**config.mk**
```make
export PLATFORM = sky130hd
export DESIGN_NAME = proc_trace_monitor
export DESIGN_NICKNAME = d
export VERILOG_FILES = /design/src/rtl/proc_trace_monitor_pkg.sv /design/src/rtl/proc_trace_monitor_trace_fifo.sv /design/src/rtl/proc_trace_monitor.sv
export SDC_FILE = /design/constraint.sdc
export NUM_CORES = 1
export LEC_CHECK = 0
export ABC_AREA = 1
export CAP_MARGIN = 20
export CORE_MARGIN = 5
export CORE_UTILIZATION = 30
export DETAILED_ROUTE_END_ITERATION = 12
export GPL_TIMING_DRIVEN = 0
export SYNTH_ARGS = -nofsm -noshare
export SYNTH_HDL_FRONTEND = slang
export SYNTH_SLANG_ARGS = --single-unit
```
**constraint.sdc**
```tcl
create_clock -name clk -period 7.9 [get_ports clk]
set_input_delay 1.58 -clock clk [delete_from_list [all_inputs] [get_ports clk]]
set_output_delay 1.58 -clock clk [all_outputs]
set_load 0.03 [all_outputs]
```
**src/rtl/proc_trace_monitor_pkg.sv**
```systemverilog
// Shared definitions for the processor trace monitor: FSM encoding and trace entry layout.
// Latency: n/a (types and constant helpers only).
// Backpressure: n/a.
package proc_trace_monitor_pkg;

    // Sequencer phases: idle, processor held in reset, processor running, run finished.
    typedef enum logic [1:0] {
        ST_IDLE = 2'd0,
        ST_RST  = 2'd1,
        ST_RUN  = 2'd2,
        ST_DONE = 2'd3
    } state_t;

    // Channel index width; a single channel still gets a 1-bit index.
    function automatic int ch_width(input int num_ch);
        return (num_ch > 1) ? $clog2(num_ch) : 1;
    endfunction

    // Trace entry layout, LSB first: timestamp, channel index, logged value.
    // A packed struct cannot carry the module parameters, so the layout is
    // expressed as field offsets shared by the writer and the reader.
    function automatic int entry_width(input int data_w, input int ch_w, input int ts_w);
        return data_w + ch_w + ts_w;
    endfunction

    function automatic int entry_ts_lsb();
        return 0;
    endfunction

    function automatic int entry_ch_lsb(input int ts_w);
        return ts_w;
    endfunction

    function automatic int entry_data_lsb(input int ch_w, input int ts_w);
        return ch_w + ts_w;
    endfunction

endpackage

```
**src/rtl/proc_trace_monitor_trace_fifo.sv**
```systemverilog
// Trace buffer: DEPTH-entry FIFO with a registered head entry (show-ahead).
// Latency: an entry pushed into an empty buffer is visible at the head one cycle after the push edge.
// Backpressure: push is dropped while full (fullness taken before any same-cycle pop); head holds while not popped.
//
// Ports: clk, rst_n (async active-low), clear (synchronous flush), push/push_data/full (write side),
//        pop/head_valid/head_data (read side). DEPTH must be a power of two, at least 2.
module trace_fifo #(
    parameter int WIDTH = 8,
    parameter int DEPTH = 16
) (
    input  logic             clk,
    input  logic             rst_n,
    input  logic             clear,
    input  logic             push,
    input  logic [WIDTH-1:0] push_data,
    output logic             full,
    input  logic             pop,
    output logic             head_valid,
    output logic [WIDTH-1:0] head_data
);
    localparam int AW = (DEPTH > 1) ? $clog2(DEPTH) : 1;
    localparam logic [AW:0] PTR_ONE = 1;

    logic [WIDTH-1:0] mem [DEPTH];
    // Pointers carry one extra wrap bit so that full and empty are distinguishable.
    logic [AW:0]      wr_ptr;
    logic [AW:0]      rd_ptr;
    logic [AW:0]      rd_ptr_nxt;
    logic             empty;
    logic             do_push;
    logic             do_pop;
    logic [WIDTH-1:0] head_nxt;

    assign empty      = (wr_ptr == rd_ptr);
    assign full       = (wr_ptr[AW] != rd_ptr[AW]) && (wr_ptr[AW-1:0] == rd_ptr[AW-1:0]);
    assign do_push    = push && !full && !clear;
    assign do_pop     = pop && !empty;
    assign rd_ptr_nxt = rd_ptr + PTR_ONE;
    assign head_valid = !empty;

    // The head register follows the read pointer. When the slot behind the
    // head is being written in the same cycle, forward the incoming data.
    always_comb begin
        head_nxt = head_data;
        if (do_pop) begin
            if (do_push && (wr_ptr[AW-1:0] == rd_ptr_nxt[AW-1:0])) begin
                head_nxt = push_data;
            end else begin
                head_nxt = mem[rd_ptr_nxt[AW-1:0]];
            end
        end else if (empty && do_push) begin
            head_nxt = push_data;
        end
    end

    always_ff @(posedge clk) begin
        if (do_push) begin
            mem[wr_ptr[AW-1:0]] <= push_data;
        end
    end

    always_ff @(posedge clk or negedge rst_n) begin
        if (!rst_n) begin
            wr_ptr    <= '0;
            rd_ptr    <= '0;
            head_data <= '0;
        end else if (clear) begin
            wr_ptr    <= '0;
            rd_ptr    <= '0;
        end else begin
            if (do_push) begin
                wr_ptr <= wr_ptr + PTR_ONE;
            end
            if (do_pop) begin
                rd_ptr <= rd_ptr_nxt;
            end
            head_data <= head_nxt;
        end
    end

endmodule

```
**src/rtl/proc_trace_monitor.sv**
```systemverilog
// Runs a processor through reset+run and logs changes of watched registers into a trace buffer.
// Latency: a change seen in RUN cycle ts is pushed at the end of that cycle and readable the next cycle.
// Backpressure: rd_valid/rd_ready; a full buffer defers the change (baseline kept) and sets sticky overflow.
//
// Ports: clk, global_reset (async active-low), start (one-cycle request),
//        core_reset/core_run (processor control), watch_data (NUM_CH x DATA_W, ch0 in LSBs),
//        rd_valid/rd_ready/rd_data/rd_ch/rd_ts (trace read side), overflow (sticky), done.
module proc_trace_monitor
    import proc_trace_monitor_pkg::*;
#(
    parameter int DATA_W       = 32,
    parameter int NUM_CH       = 4,
    parameter int DEPTH        = 16,
    parameter int TS_W         = 16,
    parameter int RESET_CYCLES = 2,
    parameter int RUN_CYCLES   = 30
) (
    input  logic                       clk,
    input  logic                       global_reset,
    input  logic                       start,
    output logic                       core_reset,
    output logic                       core_run,
    input  logic [NUM_CH*DATA_W-1:0]   watch_data,
    output logic                       rd_valid,
    input  logic                       rd_ready,
    output logic [DATA_W-1:0]          rd_data,
    output logic [ch_width(NUM_CH)-1:0] rd_ch,
    output logic [TS_W-1:0]            rd_ts,
    output logic                       overflow,
    output logic                       done
);
    localparam int CH_W     = ch_width(NUM_CH);
    localparam int EW       = entry_width(DATA_W, CH_W, TS_W);
    localparam int TS_LSB   = entry_ts_lsb();
    localparam int CH_LSB   = entry_ch_lsb(TS_W);
    localparam int DATA_LSB = entry_data_lsb(CH_W, TS_W);
    localparam int PH_MAX   = (RESET_CYCLES > RUN_CYCLES) ? RESET_CYCLES : RUN_CYCLES;
    localparam int PH_W     = $clog2(PH_MAX + 1);

    state_t            state_q;
    state_t            state_d;
    logic [PH_W-1:0]   phase_q;
    logic [PH_W-1:0]   phase_d;
    logic              start_acc;
    logic [TS_W-1:0]   ts_q;

    logic [DATA_W-1:0] watch_ch [NUM_CH];
    logic [DATA_W-1:0] base_q   [NUM_CH];
    logic [NUM_CH-1:0] diff;
    logic [CH_W-1:0]   sel;
    logic              first_run_cycle;
    logic              log_cand;
    logic              fifo_full;
    logic              fifo_push;
    logic [EW-1:0]     push_entry;
    logic [EW-1:0]     head_entry;

    for (genvar g = 0; g < NUM_CH; g++) begin : g_watch
        assign watch_ch[g] = watch_data[g*DATA_W +: DATA_W];
    end

    // Sequencer: start is honoured only from IDLE or DONE; the phase counter
    // times the RST and RUN dwell and restarts from zero on each transition.
    always_comb begin
        state_d    = state_q;
        phase_d    = phase_q;
        start_acc  = 1'b0;
        core_reset = 1'b0;
        core_run   = 1'b0;
        done       = 1'b0;
        case (state_q)
            ST_IDLE: begin
                if (start) begin
                    start_acc = 1'b1;
                    state_d   = ST_RST;
                    phase_d   = '0;
                end
            end
            ST_RST: begin
                core_reset = 1'b1;
                if (phase_q == PH_W'(RESET_CYCLES - 1)) begin
                    state_d = ST_RUN;
                    phase_d = '0;
                end else begin
                    phase_d = phase_q + PH_W'(1);
                end
            end
            ST_RUN: begin
                core_run = 1'b1;
                if (phase_q == PH_W'(RUN_CYCLES - 1)) begin
                    state_d = ST_DONE;
                    phase_d = '0;
                end else begin
                    phase_d = phase_q + PH_W'(1);
                end
            end
            ST_DONE: begin
                done = 1'b1;
                if (start) begin
                    start_acc = 1'b1;
                    state_d   = ST_RST;
                    phase_d   = '0;
                end
            end
            default: begin
                state_d = ST_IDLE;
                phase_d = '0;
            end
        endcase
    end

    always_ff @(posedge clk or negedge global_reset) begin
        if (!global_reset) begin
            state_q <= ST_IDLE;
            phase_q <= '0;
        end else begin
            state_q <= state_d;
            phase_q <= phase_d;
        end
    end

    // Timestamp counts RUN cycles from zero; it is the ts of the current cycle.
    always_ff @(posedge clk or negedge global_reset) begin
        if (!global_reset) begin
            ts_q <= '0;
        end else if (start_acc) begin
            ts_q <= '0;
        end else if (core_run) begin
            ts_q <= ts_q + TS_W'(1);
        end
    end

    // The first RUN cycle only captures baselines. Tracked by the phase
    // counter rather than ts so a wrapped timestamp cannot retrigger it.
    assign first_run_cycle = core_run && (phase_q == '0);

    // Lowest-index differing channel wins; the others stay different from
    // their baseline and are picked up again on a later cycle.
    always_comb begin
        diff = '0;
        sel  = '0;
        for (int c = 0; c < NUM_CH; c++) begin
            diff[c] = (watch_ch[c] != base_q[c]);
        end
        for (int c = NUM_CH - 1; c >= 0; c--) begin
            if (diff[c]) begin
                sel = CH_W'(c);
            end
        end
    end

    assign log_cand  = core_run && !first_run_cycle && (|diff);
    assign fifo_push = log_cand && !fifo_full;

    always_comb begin
        push_entry                        = '0;
        push_entry[TS_LSB +: TS_W]        = ts_q;
        push_entry[CH_LSB +: CH_W]        = sel;
        push_entry[DATA_LSB +: DATA_W]    = watch_ch[sel];
    end

    // A baseline only advances when its change actually made it into the
    // buffer, so a deferred change is retried with the then-current value.
    always_ff @(posedge clk or negedge global_reset) begin
        if (!global_reset) begin
            for (int c = 0; c < NUM_CH; c++) begin
                base_q[c] <= '0;
            end
        end else if (first_run_cycle) begin
            for (int c = 0; c < NUM_CH; c++) begin
                base_q[c] <= watch_ch[c];
            end
        end else if (fifo_push) begin
            base_q[sel] <= watch_ch[sel];
        end
    end

    always_ff @(posedge clk or negedge global_reset) begin
        if (!global_reset) begin
            overflow <= 1'b0;
        end else if (start_acc) begin
            overflow <= 1'b0;
        end else if (log_cand && fifo_full) begin
            overflow <= 1'b1;
        end
    end

    trace_fifo #(
        .WIDTH (EW),
        .DEPTH (DEPTH)
    ) u_trace_fifo (
        .clk        (clk),
        .rst_n      (global_reset),
        .clear      (start_acc),
        .push       (fifo_push),
        .push_data  (push_entry),
        .full       (fifo_full),
        .pop        (rd_ready),
        .head_valid (rd_valid),
        .head_data  (head_entry)
    );

    assign rd_ts   = head_entry[TS_LSB +: TS_W];
    assign rd_ch   = head_entry[CH_LSB +: CH_W];
    assign rd_data = head_entry[DATA_LSB +: DATA_W];

endmodule

```
======== Word level (Yosys, flattened, before mapping) ========
Memory sizes are Yosys's and may differ from the RTL's.
Cells that the tools add are included.
operators by class
  multipliers ............................. 0
  multiplexer cells ....................... 38
  magnitude comparators ................... 2
  shift operators ......................... 0
  divide/modulo/power cells ............... 0
  reductions and logical operators ........ 28
  equality and inequality tests ........... 16
  add/subtract/negate cells ............... 4
  bitwise gates (word level) .............. 2
operator list
  kind                                            number
  two-way mux 128 bit                             2
  two-way mux 50 bit                              3
  bitwise mux 128 bit                             1
  != test 32 bit                                  4
  two-way mux 32 bit                              3
  binary-select mux 32 bit (select 2 bit)         1
  demux 32 bit (select 2 bit)                     1
  two-way mux 5 bit                               7
  two-way mux 16 bit                              2
  adder 16 x 1 -> 16 bit (second input constant)  1
  adder 5 x 1 -> 5 bit (second input constant)    3
  case mux 5 bit (3 select lines)                 1
  two-way mux 2 bit                               7
  logical AND 1 bit                               12
  nonzero test 2 bit                              6
  two-way mux 1 bit                               9
  == test 4 bit                                   2
  case mux 2 bit (3 select lines)                 1
  == test 5 x 1 -> 1 bit (second input constant)  1
  == test 5 bit                                   1
  == test 5 bit (second input constant)           1
  logical NOT 5 bit                               1
  == test 2 bit (second input constant)           2
  logical NOT 1 bit                               4
  13 further kinds                                14
storage, ports and cells
  logic and storage cells ................. 102
  flip-flop bits (word level) ............. 212
  output and inout bits ................... 55
  latch bits .............................. 0
  memories kept ........................... 1
  RAM bits ................................ 800
  memory bits (read-only) ................. 0
memory list
  memory            words  width  rd ports  clocked after memory_dff  write ports  line                                 RTL
  u_trace_fifo.mem  16     50     1         0                         1            proc_trace_monitor_trace_fifo.sv:24  logic [WIDTH-1:0] mem [DEPTH];

======== Longest topological paths before layout ========
Gate-level depths: netlist of the first run.
  depth after elaboration ................. 13
  depth in mapped cells ................... 20
  depth with buffers taken out ............ 19

======== Modules after synthesis ========
From an unflattened synthesis of the first run, not the netlist that was laid out.
second synthesis, totals
  cells, all modules ...................... 5327
  area, all modules ....................... 48092.4 um2
by module, submodules not included
  module              times used  area an instance (um2)  cells each
  trace_fifo          1           36786.5                 3592
  proc_trace_monitor  1           11305.8                 1735

======== Least setup slack after synthesis of the first run ========
No wires, ideal clock.
  path kind ............................... input to register
  start ................................... input port watch_data[50]
  end ..................................... memory u_trace_fifo.mem[3][0] in the netlist's numbering, enable pin
  data arrival time ....................... 5.876 ns
  required time ........................... 7.381 ns
  setup time .............................. 0.519 ns
  stages .................................. 13
  setup slack ............................. 1.504 ns
  cell sequence ........................... inv_1 -> nand2_1 -> nand2_1 -> and2_1 -> nand2_1 -> nor2_1 -> nand2_1 -> nor2_4 -> nand2_4 -> nor2_4 -> nor3_1 -> nand2_1 -> nor3_1
between the ends
  word-level cells in the longest chain between the ends .. 8
RTL lines
  what                                     line                                 RTL
  start, declared                          proc_trace_monitor.sv:23             input logic [NUM_CH*DATA_W-1:0] watch_data,
  != test 32 bit                           proc_trace_monitor.sv:143            diff[c] = (watch_ch[c] != base_q[c]);
  OR reduction 4 bit                       proc_trace_monitor.sv:152            assign log_cand = core_run && !first_run_cycle && (|diff);
  logical AND 1 bit                        proc_trace_monitor.sv:152
  logical AND 1 bit                        proc_trace_monitor.sv:153            assign fifo_push = log_cand && !fifo_full;
  logical AND 1 bit (2 in a row)           proc_trace_monitor_trace_fifo.sv:36  assign do_push = push && !full && !clear;
  two-way mux 1 bit                        proc_trace_monitor_trace_fifo.sv:57  if (do_push) begin
  two-way mux 1 bit (not written as such)  proc_trace_monitor_trace_fifo.sv:58  mem[wr_ptr[AW-1:0]] <= push_data;
  end, declared                            proc_trace_monitor_trace_fifo.sv:24
No other way between the ends.

======== Worst setup path after layout of the first run ========
  start ................................... input port watch_data[89]
  end ..................................... register u_trace_fifo.head_data[48]
between the ends
  word-level cells in the longest chain between the ends .. 10
  elaborated cells between the ends (all ways) .. 20
  classes of those cells .................. 1 x eq/ne; 9 x mux; 1 x bitwise; 9 x reduce/logical
RTL lines
  what                                                   line                                                                      RTL
  != test 32 bit (*)                                     proc_trace_monitor.sv:143
  two-way mux 2 bit (3 in a row)                         proc_trace_monitor.sv:146                                                 if (diff[c]) begin
  NOT 2 -> 3 bit (not written as such)                   proc_trace_monitor.sv:159                                                 push_entry[DATA_LSB +: DATA_W] = watch_ch[sel];
  binary-select mux 32 bit (select 2 bit)                proc_trace_monitor.sv:159
  two-way mux 32 bit (not written as such) (2 in a row)  proc_trace_monitor.sv:159
  two-way mux 50 bit, on equally long branches           proc_trace_monitor_trace_fifo.sv:51, proc_trace_monitor_trace_fifo.sv:46
  two-way mux 50 bit                                     proc_trace_monitor_trace_fifo.sv:45                                       if (do_pop) begin
  end signal, assigned                                   proc_trace_monitor_trace_fifo.sv:77                                       head_data <= head_nxt;
  end, declared                                          proc_trace_monitor_trace_fifo.sv:19                                       output logic [WIDTH-1:0] head_data
Mark *: on every way between the ends. The rest lies on a longest branch, timed or not. The select of a mux whose other input is x is not followed.
A chain may end at the register's enable or synchronous reset.

==> impl_metrics.csv, run 1 <==
group,metric,value,unit
outcome,outcome,"finished, final reports clean",
synth,synth_seq_area_share,0.6298,
critical_path,r2r_slack,3320,ps
pwr,swShare,0.4063,
pwr,seq_power_share,0.342,
timing,hold_viol,0,
synth,synth-xor-area-share,0.01693,
critical_path,path_max_fanout,10,
clocking,cts_setup_buffers,0,
route,avgViaCountPerCell,4.984,
global_route,grt_max_degree,81,
clocking,clk_pin_slew,60,ps
critical_path,critPathLaunchType,"primary input",
route,vias,34760,
timing,skew,37.06,ps
synth,synth_compound_area_frac,0.09342,
timing,worst_pin_slew,1215,ps
pwr,power_density,351.4,nW/um^2
pwr,clkPwrFrac,0.263,
route,wire_per_inst,22.29,um
synth,ys_ff_latch,1012,
pwr,vdd_drop_max,0.0002084,V
clocking,cts_buffer_depth,3,
clocking,postCtsHoldBufs,0,
synth,yosys.area_share.simple,0.1458,
synth,netlist_instances,4477,
layout,instances_no_fill,6974,
die,start_util,0.3020,
synth,synth_area_per_cell,10.40,um^2
timing,fin_crit_sh,0.6331,
die,core,154200,um^2
synth,synth_edf_count,800,
timing,timing.final.max_slew_violations,0,
pwr,p_int,11.61,mW
timing,whs,480.5,ps
pwr,p_leak,21.78,nW
global_route,grt_usage,0.1851,
layout,layout-drive-gt1-share,0.08882,
global_route,antenna_found_initial,10,
place,dp.cells,6760,
min_path,min_path_type,"reg -> reg",
global_route,grt_first_pass_wirelength,225.5,mm
synth,synthAdderAreaFrac,0.003224,
synth,syn_area,46570,um^2
timing,rsz0062_at_grt,"false",
job,max_cap_violations,0,
critical_path,critical_path_required,8460,ps
clocking,cts_root_buf,"clkbuf_16",
die,die_area,163200,um^2
synth,syn_nets,4621,
critical_path,cp-end-kind,"flop",
route,detail-route-antenna-nets,0,
timing,finalSetupViolations,0,
timing,timing.fmax,199.9,MHz
clocking,cts_made_buffers,108,
layout,final_cell_mix,"1001 x nand2_1, 800 x edfxtp_1, 481 x inv_1, 329 x nand3_1, 284 x o21ai_0",
synth,synth_top_family_by_area,"simple AND/OR/NAND/NOR gates",
pwr,p_comb_frac,0.395,
timing,relSlewSlack,0.1902,
synth,synth_ff_type,"edfxtp_1",
synth,muxShareOfSynthArea,0.04299,
route,drc,0,
critical_path,critical_path_class,"in -> reg",
clocking,cts_resized,0,
die,fp-row-count,144,
global_route,gr-total-overflow,0,
route,drt-pass1-iter-count,6,
place,dpl.hpwl,112.6,mm
layout,final_common_cell,"nand2_1",
place,placed_area,52020,um^2
die,die_y,404.0,um
place,place_congestion,0.8928,
die,die_w,404.0,um
clocking,tritoncts,"built",
clocking,insertion_delay,710,ps
pwr,p_sw,7.947,mW
place,place_ws,2296,ps
clocking,h-tree-depth,3,
layout,postLayoutCellArea,55660,um^2
synth,async_reset_ff_frac,0.2095,
layout,nNetsFinal,4971,
layout,area_growth,19.53,%
timing,layout_setup_ws,2899,ps
clocking,cts_sinks,1012,
place,numPortBuffers,186,
route,wirelength,155.4,mm
die,io_pins,187,
synth,yosys_warnings,0,
critical_path,arrival,5560,ps
synth,synth_cell_types,41,
timing,post-route-min-period,5001,ps
route,drt_iter0_drc,3495,
global_route,grt_pass1_vias,33420,
-- Yosys cell counts (all sizes together), types with 12 or more instances --
library cell	count	share of area
nand2	1008	0.082
edfxtp	800	0.52
inv	535	0.043
nand3	329	0.035
o21ai	305	0.033
a21oi	247	0.027
nor2	225	0.021
dfrtp	212	0.11
mux2i	200	0.043
o211ai	189	0.030
buf	123	0.015
clkbuf	114	0.0092
xnor2	54	0.010
nand4	41	0.0056
xor2	36	0.0068
nor3	14	0.0015
ha	12	0.0032
-- final cells by class --
| class | instances | area [um^2] |
|---|---|---|
| antenna | 10 | 25.02 |
| buffer | 237 | 1119 |
| clock buffer | 151 | 3017 |
| clock inverter | 52 | 598.1 |
| fill | 15210 | 98560 |
| inverter | 544 | 2042 |
| multi-input combinational | 2684 | 14190 |
| sequential | 1012 | 29330 |
| tap | 2044 | 2557 |
| timing repair buffer | 240 | 2786 |
-- sequential cells by signal, summed over array words and instances (netlist names) --
register / flops
u_trace_fifo.mem: 800
u_trace_fifo.wr_ptr: 5
overflow: 1
base_q: 128
state_q: 2
ts_q: 16
u_trace_fifo.head_data: 50
u_trace_fifo.rd_ptr: 5
phase_q: 5
-- final timing paths --
check / startpoint / to / cells after the start
worst max-delay path: watch_data[89] / u_trace_fifo.head_data[48] / 17
worst min-delay path: u_trace_fifo.head_data[10] / u_trace_fifo.head_data[10] / 2
worst max register to register: u_trace_fifo.rd_ptr[1] / u_trace_fifo.head_data[48] / 12
worst min register to register: u_trace_fifo.head_data[10] / u_trace_fifo.head_data[10] / 2
max in group asynchronous: global_reset / u_trace_fifo.head_data[48] / 3
min in group asynchronous: global_reset / u_trace_fifo.head_data[25] / 1
-- power by group through the flow --
stage	Clock [mW]	Combinational [mW]	Sequential, mW
after detailed placement	0	7.64	6.79
after CTS	5.21	7.68	6.69
after floorplan	0	4.45	6.92
after global routing	5.43	8.36	6.76
final	5.14	7.72	6.69
after global placement	0	7.51	6.78
-- routing by layer --
| metal | GRT usage | part of all wire | vias up |
|---|---|---|---|
| li1 | - | - | 15990 |
| met5 | 0 | 0.00033 | - |
| met4 | 0.06521 | 0.036 | 6 |
| met2 | 0.3156 | 0.48 | 1549 |
| met1 | 0.2358 | 0.40 | 16930 |
| met3 | 0.03551 | 0.086 | 290 |
-- stage by stage --
step | power [mW] | utilization | TNS (ps)
after floorplan | 11.37 | - | 0
after global placement | 14.29 | 0.3306 | -2356080
after detailed placement | 14.43 | 0.3373 | 0
after CTS | 19.57 | 0.3607 | 0
after global routing | 20.55 | 0.3608 | 0
final | 19.56 | 0.3609 | 0
-- critical path, stage by stage --
cell,delay [ps]
clkdlybuf4s50_1,610
nand2_1,90
clkinv_1,50
nor2_1,30
nor2_1,100
nand2_1,70
nor2_1,310
nand2_1,110
nor2_2,220
nand2_1,150
nor2_4,320
nor2_4,90
nand4_1,650
buf_2,440
nand3_1,350
nand3_1,280
nand2_1,70
-- logic make-up (layout without fill, tap and decap cells) --
logic type | Yosys count | after routing
other | 0 | 10
multiplexers | 200 | 200
buffers and inverters | 781 | 1224
flip-flops | 1012 | 1012
adder cells (fa/ha/maj) | 12 | 12
AND/OR/NAND/NOR | 1619 | 1619
XOR/XNOR | 90 | 90
AO/OA/AOI/OAI | 763 | 763
(Power assumes the default switching activity.)
==> run 2, diff against run 1 <==
==> constraint.sdc (replaced) <==
create_clock -name clk -period 4.77 [get_ports clk]
set_input_delay 0.954 -clock clk [delete_from_list [all_inputs] [get_ports clk]]
set_output_delay 0.954 -clock clk [all_outputs]
set_load 0.03 [all_outputs]
==> results of run 2 <==
Same layout as run 1 (identical final DEF). Status: finished, final reports clean.
Among the figures that moved: setup slack after placement 2296 ps -> -207.9 ps; setup slack after layout 2899 ps -> 185.1 ps; hold slack 480.5 ps -> 199.5 ps; start point of the critical path watch_data[89] -> u_trace_fifo.rd_ptr[1]; register-to-register setup slack 3320 ps -> 190 ps; total power 19.56 mW -> 32.39 mW; worst IR drop on VDD 0.0002084 V -> 0.0003451 V
